## src/rtl/pipe_mux_nx1.sv

```systemverilog
// N:1 operand select mux with registered output, valid/ready on both sides and a
// 2-entry skid buffer so in_ready is registered. Optional SEL_RANGE_CHECK_EN adds sel_err.
module pipe_mux_nx1 #(
    parameter int WIDTH = 32,
    parameter int N = 4,
    localparam int SEL_W = $clog2(N)
) (
    input  logic                 clk,
    input  logic                 reset_n,
    input  logic                 in_valid,
    output logic                 in_ready,
    input  logic [SEL_W-1:0]     sel,
    input  logic [N*WIDTH-1:0]   data_in,
    output logic                 out_valid,
    input  logic                 out_ready,
    output logic [WIDTH-1:0]     q,
    output logic [SEL_W-1:0]     out_sel
`ifdef SEL_RANGE_CHECK_EN
    ,
    output logic                 sel_err
`endif
);

    typedef enum logic [1:0] {EMPTY, ONE, TWO} state_t;

    state_t             state, state_nxt;
    logic               in_fire, out_fire;
    logic               load_main_in, load_main_skid, load_skid;
    logic [WIDTH-1:0]   skid_data_p0;
    logic [SEL_W-1:0]   skid_sel_p0;

    // Out-of-range selects fall back to input 0, or to zero when range checking is on.
    function automatic logic [WIDTH-1:0] mux_pick(input logic [SEL_W-1:0] s,
                                                  input logic [N*WIDTH-1:0] d);
        logic [WIDTH-1:0] r;
`ifdef SEL_RANGE_CHECK_EN
        r = '0;
`else
        r = d[WIDTH-1:0];
`endif
        for (int i = 0; i < N; i++) begin
            if (s == SEL_W'(i)) r = d[i*WIDTH +: WIDTH];
        end
        return r;
    endfunction

`ifdef SEL_RANGE_CHECK_EN
    function automatic logic sel_oob(input logic [SEL_W-1:0] s);
        return 32'(s) >= N;
    endfunction
`endif

    assign in_fire  = in_valid & in_ready;
    assign out_fire = out_valid & out_ready;

    always_comb begin
        state_nxt      = state;
        load_main_in   = 1'b0;
        load_main_skid = 1'b0;
        load_skid      = 1'b0;
        case (state)
            EMPTY: begin
                if (in_fire) begin
                    state_nxt    = ONE;
                    load_main_in = 1'b1;
                end
            end
            ONE: begin
                if (in_fire && out_fire) begin
                    load_main_in = 1'b1;
                end else if (in_fire) begin
                    state_nxt = TWO;
                    load_skid = 1'b1;
                end else if (out_fire) begin
                    state_nxt = EMPTY;
                end
            end
            TWO: begin
                if (out_fire) begin
                    state_nxt      = ONE;
                    load_main_skid = 1'b1;
                end
            end
            default: state_nxt = EMPTY;
        endcase
    end

    // in_ready and out_valid are flops fed from the next state, never from out_ready directly.
    always_ff @(posedge clk or negedge reset_n) begin
        if (!reset_n) begin
            state     <= EMPTY;
            out_valid <= 1'b0;
            in_ready  <= 1'b1;
        end else begin
            state     <= state_nxt;
            out_valid <= (state_nxt != EMPTY);
            in_ready  <= (state_nxt != TWO);
        end
    end

    always_ff @(posedge clk or negedge reset_n) begin
        if (!reset_n) begin
            skid_data_p0 <= '0;
            skid_sel_p0  <= '0;
        end else if (load_skid) begin
            skid_data_p0 <= mux_pick(sel, data_in);
            skid_sel_p0  <= sel;
        end
    end

    always_ff @(posedge clk or negedge reset_n) begin
        if (!reset_n) begin
            q       <= '0;
            out_sel <= '0;
        end else if (load_main_in) begin
            q       <= mux_pick(sel, data_in);
            out_sel <= sel;
        end else if (load_main_skid) begin
            q       <= skid_data_p0;
            out_sel <= skid_sel_p0;
        end
    end

`ifdef SEL_RANGE_CHECK_EN
    logic skid_err_p0;

    always_ff @(posedge clk or negedge reset_n) begin
        if (!reset_n) begin
            skid_err_p0 <= 1'b0;
            sel_err     <= 1'b0;
        end else begin
            if (load_skid)           skid_err_p0 <= sel_oob(sel);
            if (load_main_in)        sel_err     <= sel_oob(sel);
            else if (load_main_skid) sel_err     <= skid_err_p0;
        end
    end
`endif

endmodule

```

## config.mk

```make
export PLATFORM = sky130hd
export DESIGN_NAME = pipe_mux_nx1
export DESIGN_NICKNAME = d
export VERILOG_FILES = /design/src/rtl/pipe_mux_nx1.sv
export SDC_FILE = /design/constraint.sdc
export NUM_CORES = 1
export LEC_CHECK = 0
export ABC_AREA = 1
export CELL_PAD_IN_SITES_DETAIL_PLACEMENT = 2
export CELL_PAD_IN_SITES_GLOBAL_PLACEMENT = 2
export CORE_AREA = 2 2 184 114
export DETAILED_ROUTE_END_ITERATION = 10
export DIE_AREA = 0 0 186 116
export PLACE_DENSITY_LB_ADDON = 0.1
export SETUP_SLACK_MARGIN = 0.4
export SLEW_MARGIN = 20
export SYNTH_ARGS = -nofsm -noshare
export SYNTH_HDL_FRONTEND = slang
export SYNTH_SLANG_ARGS = --single-unit
export TNS_END_PERCENT = 1
```

## constraint.sdc

```tcl
create_clock -name clk -period 1.8 [get_ports clk]
set_clock_uncertainty 0.15 [all_clocks]
set_input_delay 0.27 -clock clk [delete_from_list [all_inputs] [get_ports clk]]
set_output_delay 0.27 -clock clk [all_outputs]
set_load 0.1 [all_outputs]
```

==> flow_summary.ini <==
[sta]
rsz0062_at_grt = true
max_freq_ghz = 0.556
setup_viol = 0
relSlewSlack_pct = 62.4
drv_slew = 0
hold_viol_final = 0
tightest_slew_ns = 0.564
period_share_pct = 99.9
finalSetupTns_ns = 0
setup_ws_ns = 0.00119
finalCriticalPeriod_ns = 1.80

[worst_setup_path]
slowest_delay_ns = 0.63
worstSetupPathType = flip-flop to flip-flop
cp_common_cell = nor2_4
arrival_ns = 1.88
critical_path.startpoint_type = flip-flop
required_ns = 1.88
path_cells = nand2_4 -> nor2_4 -> inv_2 -> nor2_4 -> buf_12 -> nor2_4 -> a31oi_1
endpoint_kind = flip-flop
critPathMaxFanout = 26
critPathSlowestCell = dfstp_4

[yosys]
synth_enable_flop_cells = 0
synth_top_cell_by_area = dfrtp_1
synth_seq_cells = 72
netlist.area_leader.share_pct = 41.4
yosysMostFrequentCell = nand2_1
yosysSeqAreaShare_pct = 42.0
syn_area_um2 = 4290
synthFlopType = dfrtp_1
yosys-top-cells-count = nand2_1, nand3_1, nor2_1
syn-instance-count = 660
syn_nets = 794
ys_types = 22
ys_warn_count = 0
synth.avg_cell_area_um2 = 6.50
ys_async_sr_fraction_pct = 100
synthTopCellsByArea = dfrtp_1, nand2_1, nand3_1

[route]
vias = 5037
final_antenna_net_count = 0
routed_via_density = 4.49
routedWlPerCell_um = 18.2
drt_wl_total_um = 20400
drt_iter0_drc = 178
first_pass_iters = 4
drcViolationCount = 0

[outcome]
outcome = finished, final reports clean

[floorplan]
io_pins = 170
core_area_um2 = 19800
die_y_um = 116
dieArea_um2 = 21600
fp-row-count = 40
start_util_pct = 21.7
dieWidth_um = 186

[grt]
grt_usage_pct = 19.7
grt_antenna_before_repair = 0
grt_overflow = 0
grt_pass1_vias = 5772
grt_pass1_wl_um = 32200
grt_max_degree = 35

[clock_network]
clkLatencyLatePin_ns = 0.33
cts_buffer_depth = 2
numCtsBuffers = 9
cts_tree = yes
clock_sinks = 72
path_clk_slew_ns = 0.06
root_buffer = clkbuf_16
h-tree-depth = 3

[power]
leakagePower_uw = 0.00360
power.density_nw_per_um2 = 1830
vdd.ir_drop.worst_uv = 846

[placement]
gp_congestion = 0.753
dpl.hpwl_um = 15300
preCtsSetupSlack_ns = -0.352
postPlaceCellArea_um2 = 6960
portBuffers = 169
dp.cells = 1102

[layout]
drive_above_1_share_pct = 19.0
fin_area_um2 = 7670
finalNonFillerCells = 1121
diodes = 0
final_net_count = 978
area_delta_synth_final_pct = 78.8

[run]
maxCapViolations = 0

[hold_path]
hold_path.class = primary input to async pin
## worst max-delay path: cells and delay by family (launching register included)
kind	cells	cell delay, ns
flops	1	0.63
buf+inv	2	0.31
simple gates	4	0.41
compound gates	1	0.17
## metrics by stage
step	hold slack (ns)	util (%)	total power, µW
floorplan	-0.176	-	8030
global placement	0.138	35.2	11300
detailed placement	0.139	35.2	11600
CTS	0.325	38.6	14100
global route	0.352	38.8	14900
finish	0.330	38.8	14100
## cells in the final DEF, fill, tap and decap left out, types with 3 or more instances in the layout
master,Yosys,layout
nand2_1,259,252
clkdlybuf4s50_1,0,131
nand3_1,88,75
dfrtp_1,71,68
inv_1,65,64
buf_12,0,51
nor2_1,85,50
nor2_4,1,30
a31oi_1,24,21
buf_4,7,21
o21ai_0,15,15
nand3_2,0,13
clkbuf_16,0,9
nor2_2,1,7
inv_2,4,5
nand2_2,1,5
nand2_4,0,3
nand3b_1,3,3
a31oi_2,0,3
## sequential cells by signal, summed over array words and instances (netlist names)
signal,count
state,2
skid_data_p0,32
out_valid,1
skid_sel_p0,2
in_ready,1
q,32
out_sel,2
## cell families after synthesis
family,count (synthesis),synth area share [%]
buf+inv,105,10.5
flops,72,42.0
simple gates,439,41.6
compound gates,44,5.97
## cell type report
class	instances	area, µm²
multi-input cells	483	2400
clock buffers	12	246
repair buffers	208	2560
clock inverters	3	42.5
fillers	2236	12100
inverters	70	275
flip-flops and latches	72	1810
well taps	273	342
## routing by layer
metal  up-vias  wire length (µm)  track usage, %
met2       107              9490            33.1
met1      2497              9930            26.9
li1       2423                 -               -
met5         -                 0               0
met4         0               146            3.25
met3        10               796            3.71
## where the power goes
group,internal (µW),switching [µW],total [µW]
clock,1100,690,1790
combinational,3400,5480,8880
sequential,2470,930,3400
## path summary, 6_finish.rpt
check	from	end	slack, ns	depth (start not counted)
max	in_ready	skid_data_p0[21]	0.001	7
min	reset_n	q[22]	0.33	2
max reg2reg	in_ready	skid_data_p0[21]	0.001	7
min reg2reg	skid_data_p0[3]	skid_data_p0[3]	0.35	2
max in group asynchronous	reset_n	skid_data_p0[29]	0.62	3
min in group clk	skid_data_p0[3]	skid_data_p0[3]	0.35	2
## what timing repair did
action                                  in CTS  in global routing
cloned                                       1                  0
hold endpoints to repair                    31                  0
buffers inserted                             2                  0
endpoints found under the setup margin      78                 81
hold buffers                                 1                  0
resized for setup                           87                 10
pin swaps                                   62                 31
Note: power is estimated with default switching activity, not from simulation.
